File: src/rtl/kernel_merge2.sv
// Two-input to one-output stream merge: strict round-robin bursts of BURST words, A first.
// Optional MERGE2_MISMATCH_EN adds a lockstep comparator counting B words that differ from last A.
module kernel_merge2 #(
  parameter int unsigned WIDTH = 32,
  parameter int unsigned BURST = 1
) (
  input  logic                    clk,
  input  logic                    rst,
  input  logic signed [WIDTH-1:0] input_S1,
  input  logic                    avail_S1,
  output logic                    read_S1,
  input  logic signed [WIDTH-1:0] input_S2,
  input  logic                    avail_S2,
  output logic                    read_S2,
  output logic signed [WIDTH-1:0] output_S3,
  output logic                    write_S3,
  input  logic                    full_S3,
  output logic                    running
`ifdef MERGE2_MISMATCH_EN
  ,
  output logic [15:0]             mismatch_count
`endif
);

  typedef enum logic [2:0] {
    StReadA  = 3'd1,
    StWriteA = 3'd2,
    StReadB  = 3'd3,
    StWriteB = 3'd4
  } state_e;

  localparam logic [7:0] BurstLast = 8'(BURST - 1);

  state_e                  state_q, state_d;
  logic signed [WIDTH-1:0] hold_q, hold_d;
  logic [7:0]              bcnt_q, bcnt_d;
  logic                    running_q, running_d;

  always_ff @(posedge clk) begin
    if (rst) begin
      state_q <= StReadA;
    end else begin
      state_q <= state_d;
    end
  end

  always_ff @(posedge clk) begin
    if (rst) begin
      hold_q    <= '0;
      bcnt_q    <= '0;
      running_q <= 1'b1;
    end else begin
      hold_q    <= hold_d;
      bcnt_q    <= bcnt_d;
      running_q <= running_d;
    end
  end

  always_comb begin
    state_d   = state_q;
    hold_d    = hold_q;
    bcnt_d    = bcnt_q;
    running_d = 1'b1;
    case (state_q)
      StReadA: begin
        running_d = avail_S1;
        if (avail_S1) begin
          hold_d  = input_S1;
          state_d = StWriteA;
        end
      end
      StWriteA: begin
        // Burst switch happens on the write of the last word, not on its read.
        if (!full_S3) begin
          if (bcnt_q == BurstLast) begin
            bcnt_d  = '0;
            state_d = StReadB;
          end else begin
            bcnt_d  = bcnt_q + 8'd1;
            state_d = StReadA;
          end
        end
      end
      StReadB: begin
        running_d = avail_S2;
        if (avail_S2) begin
          hold_d  = input_S2;
          state_d = StWriteB;
        end
      end
      StWriteB: begin
        if (!full_S3) begin
          if (bcnt_q == BurstLast) begin
            bcnt_d  = '0;
            state_d = StReadA;
          end else begin
            bcnt_d  = bcnt_q + 8'd1;
            state_d = StReadB;
          end
        end
      end
      default: state_d = StReadA;
    endcase
  end

  always_comb begin
    read_S1   = (state_q == StReadA) && avail_S1;
    read_S2   = (state_q == StReadB) && avail_S2;
    write_S3  = ((state_q == StWriteA) || (state_q == StWriteB)) && !full_S3;
    output_S3 = hold_q;
    running   = running_q;
  end

`ifdef MERGE2_MISMATCH_EN
  logic signed [WIDTH-1:0] last_a_q;
  logic [15:0]             mismatch_q;

  always_ff @(posedge clk) begin
    if (rst) begin
      last_a_q   <= '0;
      mismatch_q <= '0;
    end else begin
      if (read_S1) begin
        last_a_q <= input_S1;
      end
      if (read_S2 && (input_S2 != last_a_q) && (mismatch_q != 16'hFFFF)) begin
        mismatch_q <= mismatch_q + 16'd1;
      end
    end
  end

  assign mismatch_count = mismatch_q;
`endif

endmodule
File: config.mk
export PLATFORM = sky130hd
export DESIGN_NAME = kernel_merge2
export DESIGN_NICKNAME = d
export VERILOG_FILES = /design/src/rtl/kernel_merge2.sv
export SDC_FILE = /design/constraint.sdc
export NUM_CORES = 1
export LEC_CHECK = 0
export CAP_MARGIN = 20
export CORE_UTILIZATION = 37
export DETAILED_ROUTE_END_ITERATION = 8
export PLACE_DENSITY = 0.77
export SETUP_SLACK_MARGIN = 0.3
export SYNTH_ARGS = -nofsm -noshare
export SYNTH_HDL_FRONTEND = slang
export SYNTH_SLANG_ARGS = --single-unit
File: constraint.sdc
create_clock -name clk -period 1.4 [get_ports clk]
set_input_delay 0.28 -clock clk [delete_from_list [all_inputs] [get_ports clk]]
set_output_delay 0.28 -clock clk [all_outputs]
set_load 0.01 [all_outputs]
## Word-level counts from Yosys, hierarchy flattened

Index checks and enable logic that the tools add are counted.

| storage, ports and cells | value |
|---|---|
| flip-flop bits (word level) | 44 |
| input bits | 69 |

| operators by class | value |
|---|---|
| add/sub/neg operators | 1 |
| equal/unequal tests | 8 |
| muxes and demuxes | 12 |
| bitwise logic cells | 1 |
| reductions and logical operators | 11 |

Operator list:

| cell | count |
|---|---|
| $mux W32 | 2 |
| $pmux W32 S2 | 1 |
| $mux W3 | 4 |
| $pmux W3 S4 | 1 |
| $add A8 B1 Y8 const B | 1 |
| $logic_not A8 Y1 | 1 |
| $mux W8 | 1 |
| $ne A2 B2 Y1 const B | 4 |
| $eq A3 B2 Y1 const B | 2 |
| $mux W2 | 2 |
| $reduce_and A4 Y1 | 1 |
| $eq A3 B1 Y1 const B | 1 |
| $eq A3 B3 Y1 const B | 1 |
| $logic_and A1 B1 Y1 | 3 |
| $reduce_and A3 Y1 | 1 |
| $pmux W1 S2 | 1 |
| $reduce_and A2 Y1 | 1 |
| $reduce_bool A2 Y1 | 1 |
| $reduce_or A2 Y1 | 1 |
| $logic_not A1 Y1 | 1 |
| $logic_or A1 B1 Y1 | 1 |
| $not A1 Y1 | 1 |

## Logic depth before layout (Yosys ltp)

| depth | value |
|---|---|
| word-level depth | 4 |
| gate-level depth with buffers | 7 |

## Worst setup path before layout

No wires, ideal clock.

| path | value |
|---|---|
| path kind | flip-flop to flip-flop |
| start point | register state_q[1] |
| end point | register hold_q[12], in the netlist output_S3[12] |
| data arrival time | 1327 ps |
| required time | 1311 ps |
| path slack | -16 ps |
| cell stages (with the launch flop) | 6 |
| cells stage by stage | dfxtp_1 > mux2_2 > and2_4 > buf_8 > buf_4 > a311oi_2 |

| between the ends | value |
|---|---|
| cells in the longest elaborated chain, start to end | 3 |
| elaborated cells between the ends (all ways) | 7 |
| classes of those cells | eq/ne (4); mux (1); reduce/logical (2) |

RTL lines:

| element | RTL line | RTL |
|---|---|---|
| from (decl) | 34 | `state_e state_q, state_d;` |
| from (signal assigned) | 41 | `state_q <= StReadA;` |
| from (signal assigned) | 43 | `state_q <= state_d;` |
| $eq A3 B2 Y1 / $eq A3 B1 Y1 (equally long branches) | 64 | `case (state_q)` |
| $ne A2 B2 Y1 (no source line) / $reduce_bool A2 Y1 (equally long branches) | - |  |
| $reduce_and A3 Y1 (no source line) | - |  |
| to (signal assigned) | 53 | `hold_q <= hold_d;` |
| to (decl) | 35 | `logic signed [WIDTH-1:0] hold_q, hold_d;` |

Parallel ways exist; a longest one is shown, timed or not.
A chain may end at the register's enable or synchronous reset.

## Final worst setup path

| path | value |
|---|---|
| start point | register state_q[2] |
| end point | register hold_q[20], in the netlist output_S3[20] |

Same word-level chain as after synthesis.

==> report_table.html <==
<table>
<tr><th>Metric</th><th>Value</th></tr>
<tr><th colspan="2">Final layout</th></tr>
<tr><td>Commonest cells after routing, fill and taps aside</td><td>sky130_fd_sc_hd__clkdlybuf4s50_1, sky130_fd_sc_hd__nand2_1, sky130_fd_sc_hd__buf_2, sky130_fd_sc_hd__nand3_1, sky130_fd_sc_hd__a311oi_2</td></tr>
<tr><td>Post-route design area</td><td>3970 sq um</td></tr>
<tr><td>Layout filler cell count</td><td>461</td></tr>
<tr><td>Post-layout instance count excluding filler cells</td><td>466</td></tr>
<tr><td>Nets</td><td>465</td></tr>
<tr><td>Diodes inserted</td><td>0</td></tr>
<tr><td>Area growth syn-to-layout</td><td>79.0%</td></tr>
<tr><td>Most common cell after layout, fill and taps aside</td><td>sky130_fd_sc_hd__clkdlybuf4s50_1</td></tr>
<tr><td>Finished Core Util</td><td>70.3%</td></tr>
<tr><td>Fraction of final layout cells with drive strength greater than 1</td><td>50.5%</td></tr>
<tr><th colspan="2">Worst setup path</th></tr>
<tr><td>RR Startpoint</td><td>state_q[2]$_SDFFE_PP0P_</td></tr>
<tr><td>Critical Path RT</td><td>1.60 ns</td></tr>
<tr><td>Reg2Reg Setup Slack</td><td>-0.08 ns</td></tr>
<tr><td>End of the worst register-to-register path</td><td>output_S3[20]$_SDFFE_PP0P_</td></tr>
<tr><td>Crit Path Category</td><td>reg -&gt; reg</td></tr>
<tr><td>Sort of element at the end of the critical path</td><td>flop</td></tr>
<tr><td>R2R cell count</td><td>6</td></tr>
<tr><td>CP Launch Type</td><td>flop</td></tr>
<tr><td>CP max FO</td><td>7</td></tr>
<tr><td>Data arrival, critical path</td><td>1.68 ns</td></tr>
<tr><th colspan="2">Place</th></tr>
<tr><td>Placement-stage worst setup slack</td><td>-0.372 ns</td></tr>
<tr><td>Placed standard-cell area</td><td>3540 sq um</td></tr>
<tr><td>Placed cell count</td><td>436</td></tr>
<tr><td>Final HPWL from detailed placement</td><td>4580 um</td></tr>
<tr><td>Number of input and output port buffers inserted</td><td>104</td></tr>
<tr><td>Gpl congestion</td><td>0.859</td></tr>
<tr><th colspan="2">Yosys</th></tr>
<tr><td>Multiplexer share of the synthesized area</td><td>1.41%</td></tr>
<tr><td>Share of synthesized cell area in full adder, half adder and majority cells</td><td>1.13%</td></tr>
<tr><td>Net Count, Synth</td><td>327</td></tr>
<tr><td>Post-Synth XOR/XNOR Area</td><td>2.77%</td></tr>
<tr><td>Post-synthesis sequential element count</td><td>44</td></tr>
<tr><td>Simple-gate share of the synthesized area</td><td>27.0%</td></tr>
<tr><td>Top post-synthesis cells by area</td><td>sky130_fd_sc_hd__dfxtp_1, sky130_fd_sc_hd__a311oi_2, sky130_fd_sc_hd__nand3_1, sky130_fd_sc_hd__nor2_1, sky130_fd_sc_hd__nand2_1</td></tr>
<tr><td>Post-synthesis compound-gate area fraction</td><td>20.1%</td></tr>
<tr><td>Summed instance area of the synthesized netlist</td><td>2220 sq um</td></tr>
<tr><td>Library cell occupying the most area in the post-synthesis netlist</td><td>sky130_fd_sc_hd__dfxtp_1</td></tr>
<tr><td>Count of yosys warnings during synthesis</td><td>0</td></tr>
<tr><td>Largest family of logic cells by synthesized area</td><td>simple AND/OR/NAND/NOR gates</td></tr>
<tr><td>Fraction of synthesized cell area taken by the top area cell type</td><td>39.8%</td></tr>
<tr><td>Gate Count Post-Synth</td><td>256</td></tr>
<tr><td>Syn_area_per_cell</td><td>8.66 sq um</td></tr>
<tr><td>Number of distinct library cells after synthesis</td><td>34</td></tr>
<tr><td>Sequential fraction of the synthesis area</td><td>39.8%</td></tr>
<tr><th colspan="2">GRT</th></tr>
<tr><td>Largest net degree at the start of global routing</td><td>34</td></tr>
<tr><td>Number of global-route vias before repair</td><td>2340</td></tr>
<tr><td>Initial antenna violation count</td><td>0</td></tr>
<tr><td>All-Layer GR Usage</td><td>22.2%</td></tr>
<tr><td>Wire length of the first global-routing pass</td><td>11000 um</td></tr>
<tr><td>GRT Residual Overflow</td><td>0</td></tr>
<tr><th colspan="2">Timing</th></tr>
<tr><td>Setup_tns</td><td>-1.49 ns</td></tr>
<tr><td>Transition time at the pin with the least slew margin</td><td>0.423 ns</td></tr>
<tr><td>Final Critical Period</td><td>1.48 ns</td></tr>
<tr><td>Final Slew Violations</td><td>0</td></tr>
<tr><td>Fraction of the cycle the final worst path needs</td><td>106%</td></tr>
<tr><td>Final worst setup slack</td><td>-0.0826 ns</td></tr>
<tr><td>Max frequency</td><td>674 MHz</td></tr>
<tr><td>Final hold violation count</td><td>0</td></tr>
<tr><td>Number of failing setup endpoints in the final timing report</td><td>31</td></tr>
<tr><td>Setup repair after global routing missed its margin</td><td>yes</td></tr>
<tr><td>Max-slew headroom at the worst pin</td><td>71.6%</td></tr>
<tr><td>Hold slack</td><td>0.355 ns</td></tr>
<tr><td>Worst setup skew after layout</td><td>0.00644 ns</td></tr>
<tr><th colspan="2">Min path</th></tr>
<tr><td>Hold endpoint</td><td>state_q[1]$_SDFFE_PP0P_</td></tr>
<tr><td>Worst Hold Launch</td><td>rst</td></tr>
<tr><td>Min-Delay Path Class</td><td>in -&gt; reg</td></tr>
<tr><td>Cell count of the worst hold path</td><td>2</td></tr>
<tr><th colspan="2">Drt</th></tr>
<tr><td>Wire per inst</td><td>16.1 um</td></tr>
<tr><td>Routed met2 length</td><td>3790 um</td></tr>
<tr><td>Met3 layer wire length in the routed design</td><td>378 um</td></tr>
<tr><td>Wire length on met1</td><td>3230 um</td></tr>
<tr><td>Count of vias placed by the detailed router</td><td>2438</td></tr>
<tr><td>DR iter-0 viols</td><td>65</td></tr>
<tr><td>Final antenna-violating net count</td><td>0</td></tr>
<tr><td>Uppermost routed layer</td><td>met4</td></tr>
<tr><td>Total routed wirelength</td><td>7500 um</td></tr>
<tr><td>DRT Pass-1 Iters</td><td>4</td></tr>
<tr><td>DR vias/cell</td><td>5.23</td></tr>
<tr><td>DRC violation count after routing</td><td>0</td></tr>
<tr><th colspan="2">Power and ir drop</th></tr>
<tr><td>Power density relative to cell area</td><td>943 nW/um^2</td></tr>
<tr><td>Switching portion of total power</td><td>32.5%</td></tr>
<tr><td>Sequential share of power</td><td>39.8%</td></tr>
<tr><td>Static Leak</td><td>1.62 nW</td></tr>
<tr><td>Fraction of power consumed by combinational cells</td><td>39.8%</td></tr>
<tr><td>Total design power</td><td>3.74 mW</td></tr>
<tr><td>Internal portion of total power</td><td>2.52 mW</td></tr>
<tr><td>Clock power share</td><td>20.4%</td></tr>
<tr><td>Max VDD drop</td><td>0.532 mV</td></tr>
<tr><td>Net load switching power</td><td>1.22 mW</td></tr>
<tr><th colspan="2">Die</th></tr>
<tr><td>Count of standard-cell rows</td><td>27</td></tr>
<tr><td>Floorplan die height</td><td>79.4 um</td></tr>
<tr><td>Die outline area</td><td>6300 sq um</td></tr>
<tr><td>Starting density of the core</td><td>39.3%</td></tr>
<tr><td>Area of the core</td><td>5640 sq um</td></tr>
<tr><td>Width of the die</td><td>79.4 um</td></tr>
<tr><td>Number of top-level pins</td><td>105</td></tr>
<tr><th colspan="2">Flow run</th></tr>
<tr><td>Number of max-capacitance violations reported</td><td>0</td></tr>
<tr><th colspan="2">Clock network</th></tr>
<tr><td>Clock insertion delay at the later pin of the skew report</td><td>0.29 ns</td></tr>
<tr><td>CTS clock-pin slew for the worst setup and hold paths</td><td>0.08 ns</td></tr>
<tr><td>Master cell of the clock root buffer</td><td>sky130_fd_sc_hd__clkbuf_8</td></tr>
<tr><td>Count of hold-fix buffers inserted at cts</td><td>0</td></tr>
<tr><td>H-tree levels</td><td>2</td></tr>
<tr><td>Number of sinks driven by the clock tree</td><td>44</td></tr>
<tr><td>Clock tree from TritonCTS</td><td>yes</td></tr>
<tr><td>Number of buffers on the longest clock path</td><td>2</td></tr>
<tr><td>Total CTS buffers</td><td>5</td></tr>
<tr><th colspan="2">Run status</th></tr>
<tr><td>Status</td><td>complete, but fails checks</td></tr>
<tr><td>Failing checks</td><td>negative setup slack</td></tr>
</table>
## power groups by stage
stage / Clock [mW] / Combinational (mW) / Sequential, mW
6_report: 0.763 / 1.49 / 1.49
5_1_grt: 0.831 / 1.60 / 1.50
4_1_cts: 0.775 / 1.30 / 1.47
3_5_place_dp: 0 / 1.27 / 1.50
3_3_place_gp: 0 / 1.25 / 1.50
2_1_floorplan: 0 / 0.608 / 1.55
## sequential cells by signal, indices dropped and copies added (netlist names)
register   count
bcnt_q         8
state_q        3
output_S3     32
running        1
## worst max path at each step
stage	cells after the start	to	slack (ns)	from
after global routing	6	output_S3[20]$_SDFFE_PP0P_	-0.14	state_q[2]$_SDFFE_PP0P_
after floorplan	5	output_S3[2]$_SDFFE_PP0P_	0.07	state_q[1]$_SDFFE_PP0P_
after detailed placement	5	write_S3	-0.37	full_S3
after CTS	4	read_S2	-0.08	state_q[2]$_SDFFE_PP0P_
after global placement	4	read_S2	-0.36	avail_S2
final	6	output_S3[20]$_SDFFE_PP0P_	-0.08	state_q[2]$_SDFFE_PP0P_
## critical path, cell delays in order, from the launching register on
cell and delay [ns]:
sky130_fd_sc_hd__dfxtp_4 0.37, sky130_fd_sc_hd__and2b_2 0.25, sky130_fd_sc_hd__buf_6 0.12, sky130_fd_sc_hd__and2_4 0.25, sky130_fd_sc_hd__clkbuf_16 0.18, sky130_fd_sc_hd__nor2_2 0.04
sky130_fd_sc_hd__a311oi_2 0.18
## cells in the mapped netlist (all sizes together)
cell / n
dfxtp: 44
nor2: 42
nand2: 37
nand3: 36
a311oi: 32
buf: 14
clkbuf: 8
xor2: 6
a21oi: 5
inv: 5
nand2b: 3
nor3: 3
ha: 2
mux2i: 2
nand4: 2
o21ai: 2
a41o: 1
and2: 1
and2b: 1
and3b: 1
and4: 1
mux2: 1
nand3b: 1
nor3b: 1
nor4b: 1
nor4bb: 1
o21a: 1
or3: 1
xnor2: 1
## routing by layer
layer / vias up / track usage [%]
met3: 8 / 4.00
met2: 83 / 38.4
met1: 1164 / 27.6
met4: 0 / 7.45
met5: - / 0
li1: 1183 / -
## logic make-up after synthesis
| family | count (synthesis) |
|---|---|
| simple gates | 132 |
| flops | 44 |
| compound gates | 41 |
| buf+inv | 27 |
| xor+xnor | 7 |
| mux | 3 |
| fa+ha+maj | 2 |
## repair_timing
item                                    in CTS  in global routing
gates resized for setup                    203                 28
endpoints found under the setup margin      80                 47
gates cloned                                 1                  6
buffers inserted                            14                  2
hold endpoints to repair                     0                  0
pin swaps                                   19                  7
## cell type report
class / count / area [sq um] / share of cell area, %
Clock inverter: 1 / 5.00 / 0.126
Tap cell: 72 / 90.1 / 2.27
Inverter: 5 / 18.8 / 0.473
Sequential cell: 44 / 923 / 23.3
Timing Repair Buffer: 151 / 1380 / 34.8
Multi-Input combinational cell: 187 / 1480 / 37.3
Clock buffer: 6 / 72.6 / 1.83
Note: power is estimated with default switching activity, not from simulation.
